### config.mk
export PLATFORM = sky130hd
export DESIGN_NAME = asrv32_clint
export DESIGN_NICKNAME = d
export VERILOG_FILES = /design/src/rtl/asrv32_clint_pkg.sv /design/src/rtl/asrv32_clint.sv
export SDC_FILE = /design/constraint.sdc
export NUM_CORES = 1
export LEC_CHECK = 0
export ABC_AREA = 1
export BUFFER_PORTS_ARGS = -buffer_cell sky130_fd_sc_hd__buf_2
export CAP_MARGIN = 20
export CORE_MARGIN = 4
export CORE_UTILIZATION = 56
export DETAILED_ROUTE_END_ITERATION = 8
export PLACE_DENSITY = 0.81
export SYNTH_ARGS = -nofsm -noshare
export SYNTH_HDL_FRONTEND = slang
export SYNTH_SLANG_ARGS = --single-unit
### constraint.sdc
create_clock -name i_clk -period 1.9 [get_ports i_clk]
set_input_delay 0.38 -clock i_clk [delete_from_list [all_inputs] [get_ports i_clk]]
set_output_delay 0.38 -clock i_clk [all_outputs]
set_load 0.02 [all_outputs]
### src/rtl/asrv32_clint_pkg.sv
// asrv32_clint_pkg
// Shared definitions for the asrv32 core-local interruptor (CLINT):
//   - byte offsets of the memory-mapped registers inside the CLINT window
//   - the IDLE/RESP encoding of the bus handshake state machine
//   - a byte-masked 32-bit merge used by every write path
package asrv32_clint_pkg;

    localparam logic [15:0] CLINT_MSIP_OFF        = 16'h0000;
    localparam logic [15:0] CLINT_MTIMECMP_LO_OFF = 16'h4000;
    localparam logic [15:0] CLINT_MTIMECMP_HI_OFF = 16'h4004;
    localparam logic [15:0] CLINT_MTIME_LO_OFF    = 16'hBFF8;
    localparam logic [15:0] CLINT_MTIME_HI_OFF    = 16'hBFFC;

    typedef enum logic {
        CLINT_IDLE = 1'b0,
        CLINT_RESP = 1'b1
    } clint_state_e;

    // Bytes whose mask bit is set take the write data, the rest keep the old value.
    function automatic logic [31:0] byte_merge(
        input logic [31:0] old_val,
        input logic [31:0] wdata,
        input logic [3:0]  wmask
    );
        logic [31:0] merged;
        merged = old_val;
        for (int i = 0; i < 4; i++) begin
            if (wmask[i]) begin
                merged[8*i +: 8] = wdata[8*i +: 8];
            end
        end
        return merged;
    endfunction

endpackage

### src/rtl/asrv32_clint.sv
// asrv32_clint
// Core-local interruptor for the asrv32 core. Holds msip and a mirror of
// mtimecmp, and forwards mtime/mtimecmp writes to asrv32_csr as one-cycle
// write pulses carrying the full new 64-bit value.
//
// Ports
//   i_clk, i_rst            clock, synchronous active-high reset
//   i_stb, i_wr, i_addr,
//   i_wdata, i_wmask        bus request (sampled in IDLE only)
//   o_ack, o_rdata, o_err   registered single-cycle response
//   i_mtime                 live mtime from asrv32_csr
//   o_mtime_wr_en/_din      mtime write pulse and value
//   o_mtimecmp_wr_en/_din   mtimecmp write pulse and value
//   o_software_interrupt    msip bit 0
module asrv32_clint
    import asrv32_clint_pkg::*;
#(
    parameter logic [63:0] MTIMECMP_RESET = 64'hFFFF_FFFF_FFFF_FFFF,
    parameter logic        MSIP_RESET     = 1'b0
) (
    input  logic        i_clk,
    input  logic        i_rst,
    input  logic        i_stb,
    input  logic        i_wr,
    input  logic [15:0] i_addr,
    input  logic [31:0] i_wdata,
    input  logic [3:0]  i_wmask,
    output logic        o_ack,
    output logic [31:0] o_rdata,
    output logic        o_err,
    input  logic [63:0] i_mtime,
    output logic        o_mtime_wr_en,
    output logic [63:0] o_mtime_din,
    output logic        o_mtimecmp_wr_en,
    output logic [63:0] o_mtimecmp_din,
    output logic        o_software_interrupt
);

    clint_state_e state_q, state_d;
    logic         ack_q, ack_d;
    logic         err_q, err_d;
    logic [31:0]  rdata_q, rdata_d;
    logic         mtime_wr_en_q, mtime_wr_en_d;
    logic [63:0]  mtime_din_q, mtime_din_d;
    logic         mtimecmp_wr_en_q, mtimecmp_wr_en_d;
    logic [63:0]  mtimecmp_din_q, mtimecmp_din_d;
    logic         msip_q, msip_d;
    logic [63:0]  mtimecmp_q, mtimecmp_d;
    logic [31:0]  snap_q, snap_d;
    logic         snap_valid_q, snap_valid_d;

    // The whole request is decoded on the sample edge in IDLE; the response
    // registers then present it during the single RESP cycle. Every response
    // field defaults to 0 so it is only non-zero while o_ack is high.
    always_comb begin
        state_d          = state_q;
        ack_d            = 1'b0;
        err_d            = 1'b0;
        rdata_d          = 32'h0;
        mtime_wr_en_d    = 1'b0;
        mtime_din_d      = mtime_din_q;
        mtimecmp_wr_en_d = 1'b0;
        mtimecmp_din_d   = mtimecmp_din_q;
        msip_d           = msip_q;
        mtimecmp_d       = mtimecmp_q;
        snap_d           = snap_q;
        snap_valid_d     = snap_valid_q;

        case (state_q)
            CLINT_IDLE: begin
                if (i_stb) begin
                    state_d = CLINT_RESP;
                    ack_d   = 1'b1;
                    if (i_addr[1:0] != 2'b00) begin
                        err_d = 1'b1;
                    end else begin
                        case (i_addr)
                            CLINT_MSIP_OFF: begin
                                if (i_wr) begin
                                    if (i_wmask[0]) begin
                                        msip_d = i_wdata[0];
                                    end
                                end else begin
                                    rdata_d = {31'h0, msip_q};
                                end
                            end
                            CLINT_MTIMECMP_LO_OFF: begin
                                if (i_wr) begin
                                    mtimecmp_d       = {mtimecmp_q[63:32],
                                                        byte_merge(mtimecmp_q[31:0], i_wdata, i_wmask)};
                                    mtimecmp_wr_en_d = 1'b1;
                                    mtimecmp_din_d   = mtimecmp_d;
                                end else begin
                                    rdata_d = mtimecmp_q[31:0];
                                end
                            end
                            CLINT_MTIMECMP_HI_OFF: begin
                                if (i_wr) begin
                                    mtimecmp_d       = {byte_merge(mtimecmp_q[63:32], i_wdata, i_wmask),
                                                        mtimecmp_q[31:0]};
                                    mtimecmp_wr_en_d = 1'b1;
                                    mtimecmp_din_d   = mtimecmp_d;
                                end else begin
                                    rdata_d = mtimecmp_q[63:32];
                                end
                            end
                            CLINT_MTIME_LO_OFF: begin
                                if (i_wr) begin
                                    mtime_wr_en_d = 1'b1;
                                    mtime_din_d   = {i_mtime[63:32],
                                                     byte_merge(i_mtime[31:0], i_wdata, i_wmask)};
                                    snap_valid_d  = 1'b0;
                                end else begin
                                    // Capture the high half so a following high read
                                    // is consistent with this low read across a carry.
                                    rdata_d      = i_mtime[31:0];
                                    snap_d       = i_mtime[63:32];
                                    snap_valid_d = 1'b1;
                                end
                            end
                            CLINT_MTIME_HI_OFF: begin
                                if (i_wr) begin
                                    mtime_wr_en_d = 1'b1;
                                    mtime_din_d   = {byte_merge(i_mtime[63:32], i_wdata, i_wmask),
                                                     i_mtime[31:0]};
                                    snap_valid_d  = 1'b0;
                                end else begin
                                    rdata_d      = snap_valid_q ? snap_q : i_mtime[63:32];
                                    snap_valid_d = 1'b0;
                                end
                            end
                            default: begin
                                err_d = 1'b1;
                            end
                        endcase
                    end
                end
            end
            CLINT_RESP: begin
                state_d = CLINT_IDLE;
            end
            default: begin
                state_d = CLINT_IDLE;
            end
        endcase
    end

    always_ff @(posedge i_clk) begin
        if (i_rst) begin
            state_q          <= CLINT_IDLE;
            ack_q            <= 1'b0;
            err_q            <= 1'b0;
            rdata_q          <= 32'h0;
            mtime_wr_en_q    <= 1'b0;
            mtime_din_q      <= 64'h0;
            mtimecmp_wr_en_q <= 1'b0;
            mtimecmp_din_q   <= 64'h0;
            msip_q           <= MSIP_RESET;
            mtimecmp_q       <= MTIMECMP_RESET;
            snap_q           <= 32'h0;
            snap_valid_q     <= 1'b0;
        end else begin
            state_q          <= state_d;
            ack_q            <= ack_d;
            err_q            <= err_d;
            rdata_q          <= rdata_d;
            mtime_wr_en_q    <= mtime_wr_en_d;
            mtime_din_q      <= mtime_din_d;
            mtimecmp_wr_en_q <= mtimecmp_wr_en_d;
            mtimecmp_din_q   <= mtimecmp_din_d;
            msip_q           <= msip_d;
            mtimecmp_q       <= mtimecmp_d;
            snap_q           <= snap_d;
            snap_valid_q     <= snap_valid_d;
        end
    end

    // A reset raised during the RESP cycle must swallow the response that is
    // already sitting in the registers, so the strobes are masked by i_rst.
    assign o_ack                = ack_q & ~i_rst;
    assign o_err                = err_q & ~i_rst;
    assign o_rdata              = i_rst ? 32'h0 : rdata_q;
    assign o_mtime_wr_en        = mtime_wr_en_q & ~i_rst;
    assign o_mtimecmp_wr_en     = mtimecmp_wr_en_q & ~i_rst;
    assign o_mtime_din          = mtime_din_q;
    assign o_mtimecmp_din       = mtimecmp_din_q;
    assign o_software_interrupt = msip_q;

endmodule

**Word-level counts from Yosys, hierarchy flattened**

Cells that the tools add are included.

- Equality and inequality tests: 8
- Bitwise logic cells: 13
- Muxes and demuxes: 40
- Reductions and logical operators: 19

Operators by type and width:

| operator | number |
|---|---|
| $pmux W64 S2 | 3 |
| $mux W64 | 5 |
| $mux W32 | 7 |
| $pmux W32 S5 | 1 |
| $mux W8 | 16 |
| $eq A16 B15 Y1 const B | 2 |
| $eq A16 B16 Y1 const B | 2 |
| $reduce_and A6 Y1 | 5 |
| $logic_not A16 Y1 | 1 |
| $reduce_or A5 Y1 | 3 |
| $not A1 Y1 | 9 |
| $ne A2 B2 Y1 const B | 4 |
| $mux W1 | 6 |
| $reduce_bool A2 Y1 | 3 |
| $reduce_or A2 Y1 | 3 |
| $reduce_and A5 Y1 | 1 |
| $and A1 B1 Y1 | 4 |
| $pmux W1 S2 | 2 |
| $reduce_and A4 Y1 | 1 |
| $reduce_or A4 Y1 | 1 |
| $reduce_or A3 Y1 | 1 |

- Input port bits: 120
- Output and inout bits: 165
- Register bits: 263

**Longest topological paths before layout**

Gate-level depths: netlist of run 1.

- Depth in word-level cells: 4
- Gate-level depth with buffers: 13
- Gate-level depth less buffers: 11

**Least setup slack after synthesis of run 1**

No wires, ideal clock.

- Kind: input-to-output
- Start point: in i_rst
- End point: out o_ack
- Stages on the path: 4
- Slack: 222 ps
- Arrival time: 1,298 ps
- Cell sequence: clkbuf_1 clkbuf_1 clkbuf_1 nor2_1

- Cells in the longest elaborated chain, start to end: 2

RTL lines:

| element | RTL line | text |
|---|---|---|
| start, declared | asrv32_clint.sv:22 | `input logic i_rst,` |
| $not A1 Y1 | asrv32_clint.sv:180 | `assign o_ack = ack_q & ~i_rst;` |
| $and A1 B1 Y1 | asrv32_clint.sv:180 |  |
| end, declared | asrv32_clint.sv:28 | `output logic o_ack,` |

No other way between the ends.

**Worst setup path after layout of run 1**

- Start point: reg snap_valid_q
- End point: reg rdata_q[13]

- Cells in the longest elaborated chain, start to end: 3

RTL lines:

| element | RTL line | text |
|---|---|---|
| start, declared | asrv32_clint.sv:50 | `logic snap_valid_q, snap_valid_d;` |
| start signal, assigned | asrv32_clint.sv:174 | `snap_valid_q <= snap_valid_d;` |
| $mux W32 | asrv32_clint.sv:128 | `rdata_d = snap_valid_q ? snap_q : i_mtime[63:32];` |
| $mux W32 | asrv32_clint.sv:122 | `if (i_wr) begin` |
| $pmux W32 S5 | asrv32_clint.sv:77 | `case (i_addr)` |
| end signal, assigned | asrv32_clint.sv:166 | `rdata_q <= rdata_d;` |
| end, declared | asrv32_clint.sv:42 | `logic [31:0] rdata_q, rdata_d;` |

No other way between the ends.
A chain may end at the register's enable or synchronous reset.

==> results of run 1 <==
## stage by stage
| step | hold WS, ns | utilization (%) | setup WS [ns] | cells | instance area (sq um) |
|---|---|---|---|---|---|
| 2_1_floorplan | 0.441 | - | 0.222 | 2361 | 14200 |
| 3_3_place_gp | 0.447 | 67.0 | -0.0348 | 2932 | 16500 |
| 3_5_place_dp | 0.453 | 67.0 | -0.0679 | 2932 | 16500 |
| 4_1_cts | 0.110 | 70.6 | 0.257 | 2983 | 17400 |
| 5_1_grt | 0.124 | 70.6 | 0.109 | 2983 | 17400 |
| 6_report | 0.124 | 70.6 | 0.189 | 2985 | 17400 |
## cells in the mapped netlist
| cell type | instances | area share, % |
|---|---|---|
| nor2_4 | 4 | 0.32 |
| o21ai_1 | 78 | 2.8 |
| nand2_4 | 1 | 0.079 |
| inv_2 | 4 | 0.11 |
| nand2_2 | 4 | 0.18 |
| clkinv_1 | 2 | 0.053 |
| o211ai_1 | 25 | 1.3 |
| nor3b_1 | 1 | 0.053 |
| buf_1 | 6 | 0.16 |
| nor2_1 | 378 | 10 |
| buf_4 | 5 | 0.26 |
| clkinv_2 | 1 | 0.035 |
| inv_1 | 300 | 7.9 |
| nand2_1 | 686 | 18 |
| clkbuf_2 | 2 | 0.071 |
| nand3_1 | 135 | 4.8 |
| nor2_2 | 3 | 0.13 |
| nand4_1 | 9 | 0.40 |
| o211ai_2 | 6 | 0.53 |
| o21ai_0 | 198 | 7.0 |
| dfxtp_1 | 262 | 37 |
| a21oi_1 | 106 | 3.7 |
| buf_2 | 42 | 1.5 |
| nor3_2 | 1 | 0.071 |
| clkbuf_1 | 90 | 2.4 |
| buf_6 | 12 | 0.95 |
## metal layers
metal | global-route usage, % | part of all wire [%] | vias up
li1 | - | - | 7833
met1 | 50.0 | 40 | 7235
met2 | 55.7 | 43 | 915
met3 | 8.65 | 12 | 133
met4 | 16.0 | 5.1 | 2
met5 | 0 | 0.026 | -
## layout make-up
class	count	area, sq um	area share (%)
Sequential cell	262	5250	30.2
Inverter	307	1160	6.65
Antenna cell	2	5.00	0.0288
Tap cell	324	405	2.33
Multi-Input combinational cell	1635	7060	40.6
Timing Repair Buffer	404	2630	15.1
Clock inverter	10	91.3	0.526
Clock buffer	41	790	4.54
## registers in the layout, indices dropped and copies added, names as in the netlist
name and cells:
mtimecmp_q 64, rdata_q 32, snap_valid_q 1, err_q 1, o_software_interrupt 1, snap_q 32, ack_q 1, mtimecmp_wr_en_q 1
mtime_wr_en_q 1, o_mtime_din 64, o_mtimecmp_din 64
## kinds of logic after synthesis
| kind of cell | after synthesis | synth area share, % |
|---|---|---|
| AO/OA/AOI/OAI | 413 | 15.3 |
| buffers and inverters | 464 | 13.5 |
| flip-flops | 262 | 37.0 |
| AND/OR/NAND/NOR | 1222 | 34.2 |
## power by group
part	leakage, nW	total (W)	switching (W)	internal (W)
Sequential	2.11	0.00550	0.000000550	0.00549
Clock	0.429	0.00530	0.00228	0.00301
Combinational	7.12	0.00106	0.000733	0.000329
Total	9.66	0.0119	0.00302	0.00884
## worst register-to-register path, cell delays in order (launching register included)
cell	delay, ns
dfxtp_1	0.32
buf_4	0.18
inv_1	0.33
nand2_1	0.11
a21oi_1	0.36
nand2_1	0.14
nand2_1	0.08
a21oi_1	0.04
nor2_1	0.10
## worst max-delay path by stage
stage | cells past startpoint | slack (ns) | end | from
after CTS | 10 | 0.26 | o_mtime_din[18] | ack_q
final | 8 | 0.19 | rdata_q[13] | snap_valid_q
after global placement | 11 | -0.03 | o_mtimecmp_din[14] | i_addr[9]
after floorplan | 4 | 0.22 | o_ack | i_rst
after global routing | 8 | 0.11 | rdata_q[15] | snap_valid_q
after detailed placement | 11 | -0.07 | o_mtime_din[3] | i_addr[4]
==> run_results.csv, run 1 <==
group,metric,value,unit
detailed_routing,wl,53.8,mm
detailed_routing,viasPerCell,5.40,
cts,cts.clk_slew.worst_paths,0.06,ns
detailed_routing,drc,0,
sta,skew,0.00948,ns
sta,grt_setup_unrepaired,"no",
floorplanning,io_pins,285,
cells_and_area,final_common_cell,"nand2_1",
worst_hold_path,hp-class,"in -> reg",
critical_path,cp.arrival,2.19,ns
power,ir_worst_vdd,0.715,mV
cts,cts_max_level,1,
synth,mappedNetlistNets,2481,
sta,tightest_slew,0.617,ns
critical_path,required,2.38,ns
place,place_congestion,1.03,
critical_path,cp_top_family,"buffers and inverters",
critical_path,cp-start-kind,"flop",
grt,grtUsageTotal,36.7,%
power,power_density,682,mW/mm^2
worst_hold_path,min_from,"i_mtime[54]",
critical_path,reg2reg_setup_slack,0.19,ns
power,fin_total_pwr,0.0119,W
grt,grt_pass1_vias,14360,
critical_path,cp_cell_sequence,"buf_4, inv_1, nand2_1, a21oi_1, nand2_1, nand2_1, a21oi_1, nor2_1",
worst_hold_path,min_to,"snap_q[22]",
grt,grt_remaining_overflow,0,
detailed_routing,drt_iter0_markers,1857,
cells_and_area,layout-drive-gt1-share,17.8,%
floorplanning,core.rowCount,57,
grt,grt_first_pass_wirelength,81.2,mm
place,io_buffer_count,284,
critical_path,endpoint_kind,"flop",
detailed_routing,antenna_left,0,
cells_and_area,final_cell_mix,"nand2_1 (684), nor2_1 (377), inv_1 (300)",
sta,final.min_clock_period,1.71,ns
cts,clock_latency,0.55,ns
critical_path,cpMostUsedCell,"nand2_1",
cts,post_cts_buffers,0,
detailed_routing,wire_per_inst,18.0,um
cts,clock_path_buffers,3,
detailed_routing,dr_total_vias,16118,
sta,finalHoldViolCount,0,
critical_path,reg2reg_depth,8,
critical_path,cp_slowest_cell,"a21oi_1",
cts,post_cts_resized,0,
cts,cts_tree,"built",
synth,synth.distinct_cells,26,
sta,finalSetupTns,0,ns
power,leakage,9.66,nW
detailed_routing,firstDrtPassIters,6,
critical_path,timing.rr.start,"snap_valid_q",
synth,synthesis.area,0.0142,sq mm
critical_path,worst-path-max-fanout,15,
cells_and_area,fin_nets,2758,
synth,yosysWarnings,0,
floorplanning,fp.dieArea,0.0279,sq mm
place,dpl.hpwl,39.6,mm
sta,fin_crit_sh,90.1,%
sta,drv_slew,0,
sta,max_freq,584,MHz
cts,cts_sinks,262,
run_status,status,"complete, no violations",
critical_path,path_buf_inv,2,
cts,numCtsBuffers,28,
floorplanning,die_h,167,um
floorplanning,core,0.0246,sq mm
synth,synth_seq_cells,262,
floorplanning,start_util,57.6,%
cts,cts_root_buffer,"clkbuf_16",
sta,slew_headroom,58.4,%
synth,synthCells,2361,
floorplanning,die_x,167,um
synth,ys_seq_area_share,37.0,%
job,drv_cap,0,
grt,grt_max_degree,84,
critical_path,cpPeakStageDelay,0.36,ns
sta,setup_viol,0,
worst_hold_path,min_path_cells,3,
cells_and_area,area_growth,22.6,%
cells_and_area,fill_cells,2199,
critical_path,crit_type,"reg -> reg",
grt,antenna_found_initial,2,
cts,cts-hold-fix-buffers,0,
critical_path,worstReg2RegEnd,"rdata_q[13]",
synth,avgSynthCellArea,6.00,sq um
Power figures use the tool's default switching activity.
==> inputs of run 2 (changes only) <==
CORE_ASPECT_RATIO = 1.25   (was not set)
CORE_UTILIZATION = 30   (was 56)
PLACE_DENSITY = not set   (was 0.81)
==> run_results.csv, run 2 (same netlist as run 1, synthesis figures left out) <==
group,metric,value,unit
run_status,status,"finished, violations left",
run_status,violations,"setup timing",
critical_path,cp-start-kind,"flop",
critical_path,cp.arrival,2.43,ns
detailed_routing,viasPerCell,4.79,
cts,post_cts_resized,0,
cts,clock_path_buffers,3,
floorplanning,die_x,202,um
cts,cts_tree,"built",
worst_hold_path,hp-class,"in -> reg",
grt,grt_pass1_vias,14691,
cts,cts.clk_slew.worst_paths,0.06,ns
sta,max_freq,520,MHz
sta,grt_setup_unrepaired,"no",
grt,grt_max_degree,59,
cts,cts-hold-fix-buffers,0,
sta,skew,0.00783,ns
critical_path,crit_type,"reg -> reg",
sta,finalHoldViolCount,0,
floorplanning,io_pins,285,
place,dpl.hpwl,47.4,mm
detailed_routing,dr_total_vias,15904,
critical_path,required,2.41,ns
detailed_routing,firstDrtPassIters,5,
sta,slew_headroom,58.3,%
cells_and_area,multiInputGateArea,0.00706,sq mm
cts,cts_root_buffer,"clkbuf_16",
place,place_congestion,0.970,
sta,fin_ws,-0.0240,ns
sta,fin_crit_sh,101,%
cells_and_area,final_cell_mix,"nand2_1 (684), nor2_1 (377), inv_1 (300)",
cells_and_area,layout.cells.non_filler,3323,
sta,finalSetupTns,-0.0240,ns
cells_and_area,final-seq-area,0.00525,sq mm
floorplanning,die_h,251,um
detailed_routing,antenna_left,0,
cts,numCtsBuffers,29,
detailed_routing,drt_iter0_markers,1301,
grt,grt_remaining_overflow,0,
place,io_buffer_count,284,
cells_and_area,final_area,0.0182,sq mm
cts,cts_sinks,262,
floorplanning,core,0.0465,sq mm
floorplanning,start_util,30.5,%
floorplanning,core.rowCount,88,
job,drv_cap,0,
place,placed_area,0.0172,sq mm
power,ir_worst_vdd,0.655,mV
detailed_routing,wl,62.1,mm
sta,setup_viol,1,
power,leakage,9.86,nW
grt,antenna_found_initial,10,
cells_and_area,fin_nets,2787,
place,post-place-cells,3266,
critical_path,endpoint_kind,"flop",
detailed_routing,drc,0,
grt,grtUsageTotal,23.2,%
cells_and_area,final_common_cell,"nand2_1",
sta,tightest_slew,0.623,ns
grt,grt_first_pass_wirelength,90.5,mm
cells_and_area,fill_cells,5118,
sta,drv_slew,0,
detailed_routing,wire_per_inst,18.7,um
sta,final.min_clock_period,1.92,ns
cts,post_cts_buffers,0,
floorplanning,fp.dieArea,0.0508,sq mm
cts,clock_latency,0.56,ns
critical_path,worst-path-max-fanout,4,
place,dpl_worst_slack,-0.0983,ns
cts,cts_max_level,1,
cells_and_area,area_growth,28.2,%
cells_and_area,layout-drive-gt1-share,18.9,%
power,power_density,681,mW/mm^2
==> run 2: report_power, final <==
| group | internal [W] | switching [W] | leakage [nW] | total (W) |
|---|---|---|---|---|
| clock network | 0.00338 | 0.00237 | 0.480 | 0.00576 |
| registers | 0.00549 | 0.000000508 | 2.11 | 0.00550 |
| logic | 0.000363 | 0.000762 | 7.27 | 0.00112 |
==> run 2: metal layers <==
layer  routed length [um]  track usage, %  up-vias
met5                   13               0        -
met4                 4020            13.6        2
met1                24900            28.8     7222
li1                     -               -     7905
met2                28600            38.0      627
met3                 4490            3.66      148
==> run 2: path summary, 6_finish.rpt <==
kind	from	depth (start not counted)	slack (ns)	end
setup / recovery	ack_q	6	-0.02	err_q
hold / removal	i_mtime[54]	3	0.10	snap_q[22]
setup reg to reg	ack_q	6	-0.02	err_q
hold reg to reg	snap_q[27]	2	0.46	snap_q[27]
==> run 2: worst max-delay path, stage by stage, from the launching register on <==
cell,delay [ns]
dfxtp_1,0.30
inv_1,0.06
nand2_1,0.10
buf_4,0.16
nor2_1,0.48
nor3b_1,0.57
buf_4,0.20
==> run 2: layout make-up <==
cell class	instances	share of cell area, %
Inverter	307	6.36
Antenna cell	5	0.0689
Sequential cell	262	28.9
Clock buffer	46	5.01
Multi-Input combinational cell	1635	38.9
Timing Repair Buffer	432	16.2
Clock inverter	6	0.317
Tap cell	630	4.34
==> run 2: metrics by stage <==
stage               hold slack [ns]  utilization [%]  power, W
CTS                          0.0718             39.1    0.0125
floorplan                     0.441                -   0.00610
detailed placement            0.452             37.0   0.00672
global route                 0.0963             39.1    0.0128
global placement              0.448             37.0   0.00671
finish                        0.101             39.1    0.0124
==> inputs of run 3 (changes only) <==
BUFFER_PORTS_ARGS = not set   (was -buffer_cell sky130_fd_sc_hd__buf_2)
DONT_BUFFER_PORTS = 1   (was not set)
PLACE_DENSITY = 0.54   (was not set)
clock period = 2.04 ns   (was 1.9 ns; I/O delays follow)
==> run_results.csv, run 3 (same netlist as run 1, synthesis figures left out) <==
group,metric,value,unit
critical_path,required,2.51,ns
power,ir_worst_vdd,0.604,mV
sta,finalHoldViolCount,0,
cts,clock_latency,0.58,ns
critical_path,worst-path-max-fanout,36,
power,swShare,24.5,%
cts,cts_sinks,262,
sta,grt_setup_unrepaired,"no",
detailed_routing,wl,63.2,mm
place,dpl.hpwl,45.8,mm
critical_path,cpMostUsedCell,"nor2_1",
grt,use_met2,39.5,%
critical_path,cp-start-kind,"flop",
sta,drv_slew,0,
cts,cts_max_level,1,
cells_and_area,layout.cells.non_filler,3002,
sta,max_freq,536,MHz
sta,fin_crit_sh,91.5,%
critical_path,cp_cell_sequence,"inv_1, nand2_1, nor2_2, nand2_2, inv_2, nand2_4, buf_12, nor2_1, nor2_1",
power,internal_power,0.00888,W
cts,cts.clk_slew.worst_paths,0.07,ns
cts,numCtsBuffers,30,
worst_hold_path,hp-class,"in -> reg",
grt,grtUsageTotal,23.6,%
cells_and_area,final_cell_mix,"nand2_1 (683), nor2_1 (377), inv_1 (300)",
critical_path,worstReg2RegEnd,"o_mtimecmp_din[40]",
cts,cts_root_buffer,"clkbuf_16",
grt,grtUsageMet3,5.20,%
floorplanning,die_x,202,um
power,p_clk_share,49.8,%
cells_and_area,final-seq-area,0.00525,sq mm
cts,post_cts_buffers,0,
cts,post_cts_resized,0,
detailed_routing,drc,0,
floorplanning,io_pins,285,
worst_hold_path,min_from,"i_wr",
critical_path,reg2reg_setup_slack,0.17,ns
place,post-place-cells,2905,
sta,setup_viol,0,
place,placed_area,0.0151,sq mm
power,comb_power_share,6.7,%
detailed_routing,viasPerCell,4.92,
grt,grt_remaining_overflow,0,
grt,antenna_found_initial,6,
power,leakage,8.28,nW
cells_and_area,fin_nets,2462,
power,fin_total_pwr,0.0118,W
cells_and_area,final_common_cell,"nand2_1",
critical_path,cp.arrival,2.33,ns
critical_path,endpoint_kind,"flop",
critical_path,crit_type,"reg -> reg",
place,io_buffer_count,0,
detailed_routing,antenna_left,0,
worst_hold_path,min_path_cells,3,
cells_and_area,multiInputGateArea,0.00706,sq mm
sta,tightest_slew,0.574,ns
grt,grt_pass1_vias,13672,
grt,busiest_layer,"met2",
floorplanning,fp.dieArea,0.0508,sq mm
floorplanning,core,0.0465,sq mm
power,p_seq_share,43.5,%
cts,cts_tree,"built",
grt,use_met1,28.5,%
critical_path,cpPeakStageDelay,0.30,ns
detailed_routing,firstDrtPassIters,6,
cells_and_area,fill_cells,5192,
cts,clock_path_buffers,3,
grt,grt_max_degree,68,
place,place_congestion,0.933,
critical_path,timing.rr.start,"ack_q",
floorplanning,die_h,251,um
floorplanning,core.rowCount,88,
worst_hold_path,min_to,"rdata_q[14]",
job,drv_cap,0,
detailed_routing,wire_per_inst,21.0,um
power,power_density,712,mW/mm^2
cells_and_area,final_util,35.6,%
critical_path,reg2reg_depth,9,
power,p_sw,0.00288,W
critical_path,cp_slowest_cell,"dfxtp_1",
floorplanning,start_util,30.5,%
detailed_routing,dr_total_vias,14765,
critical_path,cp_top_family,"simple AND/OR/NAND/NOR gates",
sta,final.min_clock_period,1.87,ns
cells_and_area,layout-drive-gt1-share,6.34,%
cells_and_area,final_area,0.0165,sq mm
grt,grt_first_pass_wirelength,90.9,mm
cells_and_area,area_growth,16.6,%
detailed_routing,drt_iter0_markers,1313,
sta,finalSetupTns,0,ns
sta,skew,0.0126,ns
sta,slew_headroom,61.7,%
run_status,status,"complete, no violations",
critical_path,path_buf_inv,3,
[run 3: worst max path at each step]
stage,startpoint,end,slack (ns),depth (start not counted)
detailed placement,i_addr[1],o_mtimecmp_din[40],-0.04,10
global route,ack_q,o_mtimecmp_din[29],0.006,10
floorplan,i_rst,o_ack,0.31,4
global placement,i_addr[1],o_mtimecmp_din[40],-0.05,10
CTS,ack_q,o_mtimecmp_din[40],0.16,9
finish,ack_q,o_mtimecmp_din[40],0.17,9
[run 3: metrics by stage]
stage                     hold WS, ns  setup WS [ns]
after floorplan                 0.441          0.306
final                          0.0931          0.174
after global routing           0.0658        0.00574
after global placement          0.445        -0.0541
after CTS                      0.0225          0.161
after detailed placement        0.449        -0.0378
[run 3: area by class of cell]
type / instances / area share, %
well taps: 630 / 4.77
clock inverters: 8 / 0.742
multi-input cells: 1635 / 42.8
repair buffers: 106 / 7.20
flip-flops and latches: 262 / 31.8
clock buffers: 48 / 5.69
inverters: 307 / 7.00
diodes: 6 / 0.0909
[run 3: worst reg2reg max path: cells and delay by family, from the launching register on]
family / cells / cell delay [ns]
buffers and inverters: 3 / 0.49
DFF: 1 / 0.30
and+or+nand+nor: 6 / 0.96
[run 3: power groups by stage]
stage,sequential (W),combinational [W],clock (W)
5_1_grt,0.00512,0.000856,0.00613
4_1_cts,0.00512,0.000783,0.00597
6_report,0.00512,0.000790,0.00585
2_1_floorplan,0.00523,0.000451,0
3_5_place_dp,0.00523,0.000682,0
3_3_place_gp,0.00523,0.000681,0
[run 3: repair_timing]
| action | 4_1_cts | 5_1_grt |
|---|---|---|
| hold endpoints to repair | 68 | 0 |
| hold buffers | 35 | 0 |
| setup endpoints to repair | 0 | 0 |
[run 3: layer usage]
metal | up-vias | routed length (um)
li1 | 7277 | -
met1 | 6771 | 24600
met2 | 594 | 30200
met3 | 123 | 4910
met4 | 0 | 3430
met5 | - | 0
